[src/rtl/instr_fetch_ctrl.sv]
// instr_fetch_ctrl: PC sequencer for an async-read ROM feeding a 2-entry prefetch FIFO,
// with redirect flush, halt and sticky out-of-range/misaligned fault handling.
module instr_fetch_ctrl #(
    parameter int PC_WIDTH = 16,
    parameter int INSTR_WIDTH = 16,
    parameter int MEM_SIZE = 15,
    parameter logic [PC_WIDTH-1:0] RESET_PC = '0
) (
    input  logic                   clk,
    input  logic                   rst,
    output logic [PC_WIDTH-1:0]    imem_addr,
    input  logic [INSTR_WIDTH-1:0] imem_rdata,
    input  logic                   redirect_valid,
    input  logic [PC_WIDTH-1:0]    redirect_pc,
    input  logic                   halt_req,
    output logic                   ir_valid,
    output logic [INSTR_WIDTH-1:0] ir_data,
    output logic [PC_WIDTH-1:0]    ir_pc,
    input  logic                   ir_ready,
    output logic                   fetch_fault,
    output logic [1:0]             state
);
    typedef enum logic [1:0] {IDLE, FETCH, HALT, FAULT} state_t;
    localparam logic [PC_WIDTH-2:0] MEM_WORDS = (PC_WIDTH-1)'(MEM_SIZE);
    state_t st;
    logic [PC_WIDTH-1:0] pc, pc1;
    logic [INSTR_WIDTH-1:0] d1;
    logic [1:0] count;
    logic pop, flush, fault, push;
    assign imem_addr = pc;
    assign state = st;
    assign ir_valid = count != 2'd0;
    assign pop = ir_valid & ir_ready;
    assign flush = redirect_valid & (st == FETCH || st == HALT);
    assign fault = pc[0] | (pc[PC_WIDTH-1:1] >= MEM_WORDS);
    // a full FIFO still accepts a push when the head leaves on the same edge
    assign push = st == FETCH && !redirect_valid && !halt_req && !fault && (count != 2'd2 || pop);
    always_ff @(posedge clk) begin
        if (rst) begin
            st <= IDLE;
            pc <= RESET_PC;
            count <= '0;
            ir_data <= '0;
            ir_pc <= '0;
            d1 <= '0;
            pc1 <= '0;
            fetch_fault <= 1'b0;
        end else begin
            case (st)
                IDLE: st <= halt_req ? HALT : FETCH;
                FETCH: begin
                    if (redirect_valid) begin
                        st <= halt_req ? HALT : FETCH;
                        pc <= redirect_pc;
                    end else if (halt_req) begin
                        st <= HALT;
                    end else if (fault) begin
                        st <= FAULT;
                        fetch_fault <= 1'b1;
                    end else if (push) begin
                        pc <= pc + PC_WIDTH'(2);
                    end
                end
                HALT: begin
                    if (redirect_valid) begin
                        st <= FETCH;
                        pc <= redirect_pc;
                    end
                end
                default: ;
            endcase
            if (flush) begin
                count <= '0;
            end else begin
                count <= count + {1'b0, push} - {1'b0, pop};
                if (push && (count == 2'd0 || (count == 2'd1 && pop))) begin
                    ir_data <= imem_rdata;
                    ir_pc <= pc;
                end else if (pop && count == 2'd2) begin
                    ir_data <= d1;
                    ir_pc <= pc1;
                end
                if (push && (count == 2'd2 || (count == 2'd1 && !pop))) begin
                    d1 <= imem_rdata;
                    pc1 <= pc;
                end
            end
        end
    end
endmodule

[config.mk]
export PLATFORM = sky130hd
export DESIGN_NAME = instr_fetch_ctrl
export DESIGN_NICKNAME = d
export VERILOG_FILES = /design/src/rtl/instr_fetch_ctrl.sv
export SDC_FILE = /design/constraint.sdc
export NUM_CORES = 1
export LEC_CHECK = 0
export CORE_MARGIN = 5
export CORE_UTILIZATION = 51
export CTS_BUF_LIST = sky130_fd_sc_hd__clkbuf_4 sky130_fd_sc_hd__clkbuf_8
export CTS_CLUSTER_DIAMETER = 100
export CTS_CLUSTER_SIZE = 16
export DETAILED_ROUTE_END_ITERATION = 12
export PLACE_DENSITY = 0.82
export SKIP_LAST_GASP = 1
export SLEW_MARGIN = 20
export SYNTH_ARGS = -nofsm -noshare
export SYNTH_HDL_FRONTEND = slang
export SYNTH_SLANG_ARGS = --single-unit
[constraint.sdc]
create_clock -name clk -period 2.85 [get_ports clk]
set_input_delay 0.855 -clock clk [delete_from_list [all_inputs] [get_ports clk]]
set_output_delay 0.855 -clock clk [all_outputs]
set_load 0.01 [all_outputs]
==> impl_results.md, run 1 <==
- Cell repeated most along the worst path: ha_1
- Drt initial violations: ~150
- IO Count: 89
- Least-Margin Pin Slew: about 900 ps
- Hold_buf cts: 0
- Final hold viol count: 0
- Average detailed-routed wire length per instance: around 16 um
- Starting utilization of the core area: around 53%
- DRC violations left: 0
- Post-synthesis net count: approximately 420
- Series of cell instances along the critical path: clkdlybuf4s50_1, or3b_2, nand2_1, ha_1, inv_1, ha_1, xor2_1, xnor2_1, nor3_1
- Yosys top cell by area: dfxtp_1
- Fraction of the cycle the final worst path needs: about 87%
- Hold/Removal Path Class: reg -> reg
- Fin nets: 500
- Global placement routability congestion: just over 0.8
- Post-route antenna net violation count: 0
- Outcome: completed
- Slowest stage cell on the critical path: or3b_2
- PD cells: between 700 and 800 mW/mm2
- TritonCTS Buffers: 9
- Number of cells upsized or downsized after cts: 0
- Maximum clock frequency: approximately 400 MHz
- Setup bufs post-CTS: 0
- Count of mapped cells out of synthesis: 373
- Post-synthesis xor/xnor area fraction: less than 1%
- Latest clock arrival within the worst-skew pair: roughly 360 ps
- Mux cell area share after synthesis: less than 1%
- Category of the worst setup path launch point: input pin
- Setup-violating endpoint count in the final report: 0
- Placement row count: 30
- Count of yosys warnings during synthesis: 0
- Total power: about 0.0034 W
- Post-route cell area: between 0.004 and 0.005 mm2
- Cells taking the most area after synthesis: dfxtp_1 (47%), nand2_1 (6.3%), o221a_1 (6.2%), o221a_2 (6.2%), a21oi_1 (4.6%)
- Total standard cell area after synthesis: ~0.0036 mm2
- CP peak stage delay: between 400 and 500 ps
- Maximum vdd drop: slightly below 0.5 mV
- Maximum Capacitance Violations: 0
- Wire length reported by the detailed router: 9.05 mm
- Total number of clock tree sinks: 85
- Combinational family with the most area after synthesis: compound AO/OA/AOI/OAI gates
- Routed vias: 3,131
- ANT cells: 0
- Relative max-transition margin: approximately 40%
- Data arrival time of the critical path: approximately 2700 ps
- Total number of H-tree levels: 3
- Top cell type's share of synthesized area: a little under half
- Post-detail-place hpwl: 6.23 mm
- Initial antenna violation count: 0
- Kind of critical path: in -> reg
- Port Buffer Count: about 90
- Longest Clk Path Bufs: 2
- First-pass GRT wire length: 15.6 mm
- Relative area change from synthesis to final layout: 32.2%
- Area after DPL: 0.00461 mm2
- Die Outline Area: 0.00888 mm2
- Unrepaired setup endpoints after global routing: no
- Portion of the post-synthesis area used by sequential elements: between 40% and 50%
- Clock transition time at the flip-flop clock pins of the worst setup and hold paths: roughly 80 ps
- Post-DR vias/cell: 5.62
- Arithmetic-cell share of the synthesized area counting full adders, half adders and majority gates: 2.07%
- Largest fanout on the critical path: 5
- Worst clock skew: 9.78 ps
- Simple-Gate Fraction of Synth Area: 18.2%
- Compound-cell area share of the yosys netlist: between 20% and 30%
- Total global routing overflow: 0
- Asr flop ratio synth: 0%
- Clock period minus worst slack: ~2500 ps
- Number of global-route vias before repair: approximately 3,300
- Number of enable flip-flop cells after synthesis: 0
- Final Max Tran Viols: 0
- Height of the chip: about 94 um
- LEAKAGE: about 1.7 nW
- Die Width: 94.3 um
- Pin count of the biggest net entering global routing: 33
- Total GRT Usage: between 20% and 30%
- Count of unique library cells instantiated by Yosys: 55
- Kind of end point of the critical path: register
- Dominant register cell in the synthesized netlist: dfxtp_1
- Library cell used as clock root buffer: clkbuf_8
- Worst endpoint required time: a little over 3000 ps
- Flops & latches, synth: 85
- Core region area: just under 0.007 mm2
- Drt pass-1 iters: 4
- CTS tree: built
- Fraction of layout instances using a drive strength above 1: between 10% and 20%
- Mapped Avg Cell Area: slightly below 10 um2
cells in the final DEF (no fill, tap or decap), drive strengths merged, types with 2 or more instances in the layout:
master	count
a21oi	33
a22o	12
a22oi	4
and2	2
and3	13
and4	2
buf	14
clkbuf	12
clkdlybuf4s50	88
clkinv	2
dfxtp	85
ha	6
inv	10
nand2	61
nand2b	2
nand3	11
nor2	15
nor3	5
nor4	4
o21ai	4
o221a	40
o22ai	5
o31ai	2
o41ai	3
or2	2
or3	2
Yosys cell counts, types with 3 or more instances:
library cell / n
a22o_1: 12
a22oi_1: 4
ha_1: 6
and3_1: 13
buf_2: 8
o41ai_1: 3
buf_6: 3
nor4_4: 3
nand2_1: 61
inv_1: 9
o22ai_1: 5
nor3_1: 5
nand3_1: 10
nor2_1: 15
dfxtp_1: 85
o221a_2: 20
clkbuf_1: 16
a21oi_1: 33
o221a_1: 20
logic make-up (layout without fill, tap and decap cells):
| family | Yosys count | in the layout |
|---|---|---|
| AND/OR/NAND/NOR | 125 | 125 |
| AO/OA/AOI/OAI | 114 | 114 |
| flip-flops | 85 | 85 |
| buffers and inverters | 39 | 127 |
| adder cells (fa/ha/maj) | 6 | 6 |
| XOR/XNOR | 2 | 2 |
| multiplexers | 2 | 2 |
cell type report:
cell class                      instances  area (um2)
Multi-Input combinational cell        249        1740
Inverter                               10        37.5
Sequential cell                        85        1700
Fill cell                             548        2080
Clock buffer                           12         153
Timing Repair Buffer                  102        1010
Clock inverter                          3        21.3
Tap cell                               96         120
metrics by stage:
| stage | cells | utilization [%] | TNS [ps] | setup slack, ps | hold WS (ps) |
|---|---|---|---|---|---|
| floorplan | 373 | - | 0 | 495 | 432 |
| global placement | 542 | 67.2 | 0 | 91.2 | 437 |
| detailed placement | 542 | 67.2 | -8.66 | -8.66 | 439 |
| CTS | 557 | 69.7 | 0 | 379 | 457 |
| global route | 557 | 69.7 | 0 | 275 | 466 |
| finish | 557 | 69.7 | 0 | 363 | 456 |
report_power, final:
part	switching [W]	internal [W]
logic	0.000567	0.000594
registers	0.000161	0.00131
clock network	0.000418	0.000357
worst max-delay path, delay by kind of cell:
family / cells / cell delay, ps
AND/OR/NAND/NOR: 3 / 630
buffers and inverters: 2 / 540
adder cells (fa/ha/maj): 2 / 380
XOR/XNOR: 2 / 320
worst paths after layout:
kind,from,to,slack [ps],cells past startpoint
hold reg to reg,d1[7],d1[7],460,2
setup / recovery,ir_ready,count[1],360,9
hold / removal,d1[7],d1[7],460,2
setup reg to reg,state[0],count[1],510,11
flip-flops by register name (all words and copies together) (netlist names):
register,count
ir_data,16
d1,16
imem_addr,16
fetch_fault,1
count,2
pc1,16
state,2
ir_pc,16
metal layers:
layer / vias up / GRT usage, % / wire length [um]
li1: 1553 / - / -
met2: 98 / 35.2 / 4280
met4: 0 / 7.58 / 151
met1: 1465 / 28.0 / 4040
met5: - / 0 / 0
met3: 15 / 5.77 / 574
No activity file was read; power rests on OpenSTA's default activity.
==> run 2, diff against run 1 <==
==> constraint.sdc (replaced) <==
create_clock -name clk -period 2.5 [get_ports clk]
set_input_delay 0.75 -clock clk [delete_from_list [all_inputs] [get_ports clk]]
set_output_delay 0.75 -clock clk [all_outputs]
set_load 0.01 [all_outputs]
==> impl_results.md, run 2 (synthesis results as in run 1) <==
- Outcome: completed
- Data arrival time of the critical path: 2600 ps (-130 ps)
- Power Internal: 0.00271 W (+20%)
- Height of the chip: 94.3 um (unchanged)
- Area after DPL: 0.00471 mm2 (+2.1%)
- Largest fanout on the critical path: 5 (unchanged)
- Fill cell instance count of the final layout: 531 (-3.1%)
- Post-place setup slack: -226 ps (-217 ps)
- Post-route cell area: 0.00491 mm2 (+2.5%)
- Total global routing overflow: 0 (unchanged)
- Unrepaired setup endpoints after global routing: no
- Total number of clock tree sinks: 85 (unchanged)
- Slowest stage cell on the critical path: clkdlybuf4s50_1
- Final hold viol count: 0 (unchanged)
- Clock transition time at the flip-flop clock pins of the worst setup and hold paths: 80 ps (about the same)
- LEAKAGE: 1.82 nW (+4.0%)
- Longest Clk Path Bufs: 2 (unchanged)
- Total number of H-tree levels: 3 (unchanged)
- Drt initial violations: 174 (+13%)
- Post-route antenna net violation count: 0 (unchanged)
- CP peak stage delay: 480 ps (about the same)
- Switching portion of total power: 33.2% (-0.40 points)
- Placed Cells: 555 (+2.4%)
- Total GRT Usage: 21.9% (+0.071 points)
- Core region area: 0.00687 mm2 (unchanged)
- Library cell used as clock root buffer: clkbuf_8
- Setup bufs post-CTS: 0 (unchanged)
- Latest clock arrival within the worst-skew pair: 350 ps (about the same)
- Final design utilization: 71.5% (+1.8 points)
- Leading cell type in the layout, fill and taps excluded: clkdlybuf4s50_1
- Relative area change from synthesis to final layout: 35.6%
- Port Buffer Count: 88 (unchanged)
- Origin of the worst min-delay path: d1[1]
- Proportion of power drawn by the clock network: 24.1% (+1.3 points)
- Power spent charging and discharging nets: 0.00135 W (+18%)
- Initial antenna violation count: 0 (unchanged)
- Kind of critical path: in -> reg
- Maximum vdd drop: 0.636 mV (+32%)
- Fraction of the cycle the final worst path needs: between 90 and 100%
- Pin count of the biggest net entering global routing: 27 (-18%)
- Flop2flop setup slack: 210 ps (-300 ps)
- Least-Margin Pin Slew: 737 ps (-163 ps)
- CTS tree: built
- Routed vias: 3,270 (+4.4%)
- Worst reg2reg path depth: 11 (unchanged)
- FF-to-FF Start: state[0]
- Cell Count, Final, Fillers Out: 570 (+2.3%)
- Wire length reported by the detailed router: 9.43 mm (+4.1%)
- TritonCTS Buffers: 9 (unchanged)
- PD cells: 828 mW/mm2 (+16%)
- First-pass GRT wire length: 15.6 mm (-0.13%)
- Worst Slack Setup Final: 120 ps (-243 ps)
- Post-DR vias/cell: 5.74 (+2.1%)
- Endpoint of the worst-slack reg-to-reg timing path: count[1]
- DRC violations left: 0 (unchanged)
- Worst Hold Path EP: d1[1]
- Maximum clock frequency: between 400 and 500 MHz
- Series of cell instances along the critical path: clkdlybuf4s50_1, or3b_2, nand2_1, ha_1, inv_1, ha_1, xor2_1, xnor2_1, nor3_1
- Worst endpoint required time: 2720 ps (-370 ps)
- Maximum Capacitance Violations: 0 (unchanged)
- Clock period minus worst slack: 2380 ps
- Die Width: 94.3 um (unchanged)
- Hold/Removal Path Class: reg -> reg
- Global placement routability congestion: 0.781 (-5.0%)
- Placement row count: 30 (unchanged)
- Fin nets: 513 (+2.6%)
- Starting utilization of the core area: 52.7% (unchanged)
- IO Count: 89 (unchanged)
- Number of cells upsized or downsized after cts: 0 (unchanged)
- Die Outline Area: 0.00888 mm2 (unchanged)
- Drt pass-1 iters: 4 (unchanged)
- Buf/Inv on CP: 2 (unchanged)
- Setup-violating endpoint count in the final report: 0 (unchanged)
- Hold_buf cts: 0 (unchanged)
- Category of the worst setup path launch point: input pin
- Kind of end point of the critical path: register
- Worst clock skew: 8.73 ps (-1.05 ps)
- Worst path top cell family by delay: simple AND/OR/NAND/NOR gates
- Final Max Tran Viols: 0 (unchanged)
- Average detailed-routed wire length per instance: 16.5 um (+1.8%)
- Relative max-transition margin: 50.7% (+11 points)
- Cell repeated most along the worst path: ha_1
- Combinational cell fraction of total power: 35.3% (+1.2 points)
- Number of global-route vias before repair: 3,285 (-0.42%)
- Commonest cells after routing, fill and taps aside: clkdlybuf4s50_1 (88), dfxtp_1 (85), nand2_1 (61)
- Sequential share of power: 40.6% (-2.6 points)
- WHS Path Cells: 2 (unchanged)
- Fraction of layout instances using a drive strength above 1: 16.7% (+2.3 points)
- Post-Route Hold Slack: 453 ps (-2.65 ps)
- ANT cells: 0 (unchanged)
- Post-detail-place hpwl: 6.46 mm (+3.7%)
-- run 2: power by group through the flow --
stage | sequential, W | clock, W | combinational [W]
final | 0.00165 | 0.000980 | 0.00144
after global routing | 0.00167 | 0.00106 | 0.00156
after CTS | 0.00165 | 0.000999 | 0.00143
after detailed placement | 0.00168 | 0 | 0.00142
after global placement | 0.00167 | 0 | 0.00139
after floorplan | 0.00171 | 0 | 0.000774
-- run 2: worst max path at each step --
stage	startpoint	endpoint	slack (ps)	depth (start not counted)
after floorplan	redirect_valid	count[1]	250	11
after global placement	ir_ready	count[1]	-140	9
after detailed placement	ir_ready	count[1]	-230	9
after CTS	ir_ready	count[1]	140	9
after global routing	state[1]	count[1]	30	12
final	ir_ready	count[1]	120	9
-- run 2: area by class of cell --
type	instances	area, um2	area share (%)
clock buffer	10	138	2.80
clock inverter	5	60.1	1.22
inverter	10	37.5	0.765
multi-input combinational	249	1740	35.5
sequential	85	1700	34.7
tap	96	120	2.45
timing repair buffer	115	1110	22.6
-- run 2: tightest hold or removal path, cell delays in order (launching register included) --
cell and delay (ps):
dfxtp_1 310, nand2_1 50, a21oi_1 50
-- run 2: metrics by stage --
step	setup TNS, ps	power (W)
final	0	0.00406
after global routing	0	0.00429
after CTS	0	0.00408
after detailed placement	-7790	0.00309
after global placement	-5330	0.00306
after floorplan	0	0.00249
-- run 2: metal layers --
metal / up-vias / part of all wire, % / GRT usage (%)
li1: 1579 / - / -
met2: 119 / 48 / 36.8
met4: 0 / 0.65 / 7.70
met1: 1566 / 44 / 26.9
met5: - / 0 / 0
met3: 6 / 6.5 / 5.61
==> run 3, diff against run 2 <==
==> constraint.sdc (replaced) <==
create_clock -name clk -period 2.4 [get_ports clk]
set_input_delay 0.72 -clock clk [delete_from_list [all_inputs] [get_ports clk]]
set_output_delay 0.72 -clock clk [all_outputs]
set_load 0.01 [all_outputs]
==> impl_results.md, run 3 (synthesis results as in run 1) <==
- Outcome: completed
- Kind of critical path: reg -> out
- Series of cell instances along the critical path: or2_2, clkdlybuf4s50_1
- Number of global-route vias before repair: 3,225 (-1.8%)
- CP peak stage delay: 490 ps (about the same)
- Largest fanout on the critical path: 6 (+1)
- Global Route met3 Usage: 5.13% (-0.48 points)
- FF-to-FF Start: state[1]
- LEAKAGE: 1.86 nW (+2.3%)
- Least-Margin Pin Slew: 788 ps (+51.2 ps)
- Commonest cells after routing, fill and taps aside: dfxtp_1 (85), clkdlybuf4s50_1 (85), nand2_1 (61)
- Post-DR vias/cell: 5.71 (-0.49%)
- Average detailed-routed wire length per instance: 16.0 um (-3.2%)
- GRT met1 Usage: 26.2% (-0.63 points)
- Worst clock skew: 7.70 ps (-1.03 ps)
- Total GRT Usage: 20.9% (-0.93 points)
- Category of the worst setup path launch point: register
- Fin nets: 520 (+1.4%)
- CTS tree: built
- Power spent charging and discharging nets: 0.00138 W (+1.8%)
- Origin of the worst min-delay path: d1[2]
- DRC violations left: 0 (unchanged)
- Sequential share of power: 41.4% (+0.8 points)
- Fraction of the cycle the final worst path needs: between 90% and 100%
- Wire length reported by the detailed router: 9.24 mm (-2.0%)
- Clock period minus worst slack: approximately 2200 ps
- Critical path launch point: count[0]
- Endpoint of the worst-slack reg-to-reg timing path: count[1]
- Fraction of layout instances using a drive strength above 1: 17.9% (+1.2 points)
- IO Count: 89 (unchanged)
- Worst endpoint required time: 1680 ps (-1040 ps)
- Most utilized layer in the global route result: met2
- Proportion of power drawn by the clock network: 21.5% (-2.6 points)
- ANT cells: 0 (unchanged)
- Relative area change from synthesis to final layout: 36.1%
- Post-place setup slack: -301 ps (-74.6 ps)
- Area after DPL: 0.00474 mm2 (+0.69%)
- Height of the chip: 94.3 um (unchanged)
- Initial antenna violation count: 0 (unchanged)
- Maximum Capacitance Violations: 0 (unchanged)
- TritonCTS Buffers: 9 (unchanged)
- Starting utilization of the core area: 52.7% (unchanged)
- Worst Hold Path EP: d1[2]
- Met2 layer usage reported by global route: 34.7% (-2.1 points)
- Combinational cell fraction of total power: 37.0% (+1.7 points)
- First-pass GRT wire length: 15.1 mm (-3.4%)
- Kind of end point of the critical path: output pin
- Die Width: 94.3 um (unchanged)
- Total number of H-tree levels: 3 (unchanged)
- Worst reg2reg path depth: 12 (+1)
- Final Max Tran Viols: 0 (unchanged)
- Post-detail-place hpwl: 6.49 mm (+0.46%)
- Placement row count: 30 (unchanged)
- Flop2flop setup slack: 230 ps (+20 ps)
- Post-Route Hold Slack: 454 ps (+0.701 ps)
- Total number of clock tree sinks: 85 (unchanged)
- Latest clock arrival within the worst-skew pair: 350 ps (about the same)
- Slowest stage cell on the critical path: clkdlybuf4s50_1
- Setup-violating endpoint count in the final report: 0 (unchanged)
- Pin count of the biggest net entering global routing: 30 (+11%)
- WHS Path Cells: 2 (unchanged)
- Core region area: 0.00687 mm2 (unchanged)
- Final hold viol count: 0 (unchanged)
- Maximum vdd drop: 0.555 mV (-13%)
- Clock transition time at the flip-flop clock pins of the worst setup and hold paths: 80 ps (about the same)
- Routed vias: 3,294 (+0.73%)
- Port Buffer Count: 88 (unchanged)
- PD cells: 840 mW/mm2 (+1.5%)
- Final design utilization: 71.7% (+0.29 points)
- Worst Slack Setup Final: 159 ps (+39.2 ps)
- Unrepaired setup endpoints after global routing: no
- Maximum clock frequency: ~450 MHz
- Total global routing overflow: 0 (unchanged)
- Buf/Inv on CP: 1 (-1)
- Drt pass-1 iters: 4 (unchanged)
- Post-route cell area: 0.00493 mm2 (+0.41%)
- Die Outline Area: 0.00888 mm2 (unchanged)
- Post-route antenna net violation count: 0 (unchanged)
- Drt initial violations: 165 (-5.2%)
- Switching portion of total power: 33.2% (about the same)
- Data arrival time of the critical path: 1520 ps (-1080 ps)
- Power Internal: 0.00277 W (+1.9%)
- Longest Clk Path Bufs: 2 (unchanged)
- Relative max-transition margin: 47.3% (-3.4 points)
- Library cell used as clock root buffer: clkbuf_8
- Worst path top cell family by delay: buffers and inverters
- Hold/Removal Path Class: reg -> reg
- Global placement routability congestion: 0.836 (+7.1%)
[run 3: metal layers]
metal  vias to the layer above  share of wire, %  routed length [um]
li1                       1595                 -                   -
met1                      1569                45                4170
met2                       115                47                4370
met3                        15               6.0                 559
met4                         0               1.5                 140
met5                         -                 0                   0
[run 3: area by class of cell]
type	instances	area, um2
Multi-Input combinational cell	249	1740
Timing Repair Buffer	122	1160
Inverter	10	37.5
Fill cell	516	1940
Clock buffer	11	145
Clock inverter	4	25.0
Sequential cell	85	1700
Tap cell	96	120
[run 3: worst max path at each step]
stage,cells past startpoint,end,slack (ps)
global placement,9,count[1],-210
CTS,11,count[1],50
detailed placement,11,count[1],-300
global route,12,count[1],50
floorplan,11,count[1],180
finish,2,ir_valid,160
[run 3: what timing repair did]
item / 4_1_cts / 5_1_grt
hold buffers: 0 / 0
setup buffers: 0 / 1
resized for setup: 0 / 3
setup endpoints to repair: 0 / 1
[run 3: worst min-delay path, stage by stage (launching register included)]
cell and delay, ps:
dfxtp_1 310, nand2_1 50, a21oi_1 50
[run 3: power by group through the flow]
| stage | registers, W | clock network [W] | logic, W |
|---|---|---|---|
| floorplan | 0.00179 | 0 | 0.000807 |
| detailed placement | 0.00174 | 0 | 0.00152 |
| finish | 0.00172 | 0.000891 | 0.00153 |
| global route | 0.00174 | 0.000973 | 0.00166 |
| global placement | 0.00174 | 0 | 0.00149 |
| CTS | 0.00171 | 0.000905 | 0.00153 |
[run 3: metrics by stage]
stage,instances,total power (W),setup TNS [ps]
global route,577,0.00438,0
CTS,576,0.00415,0
floorplan,373,0.00259,0
detailed placement,561,0.00327,-14710
global placement,561,0.00323,-11070
finish,577,0.00414,0
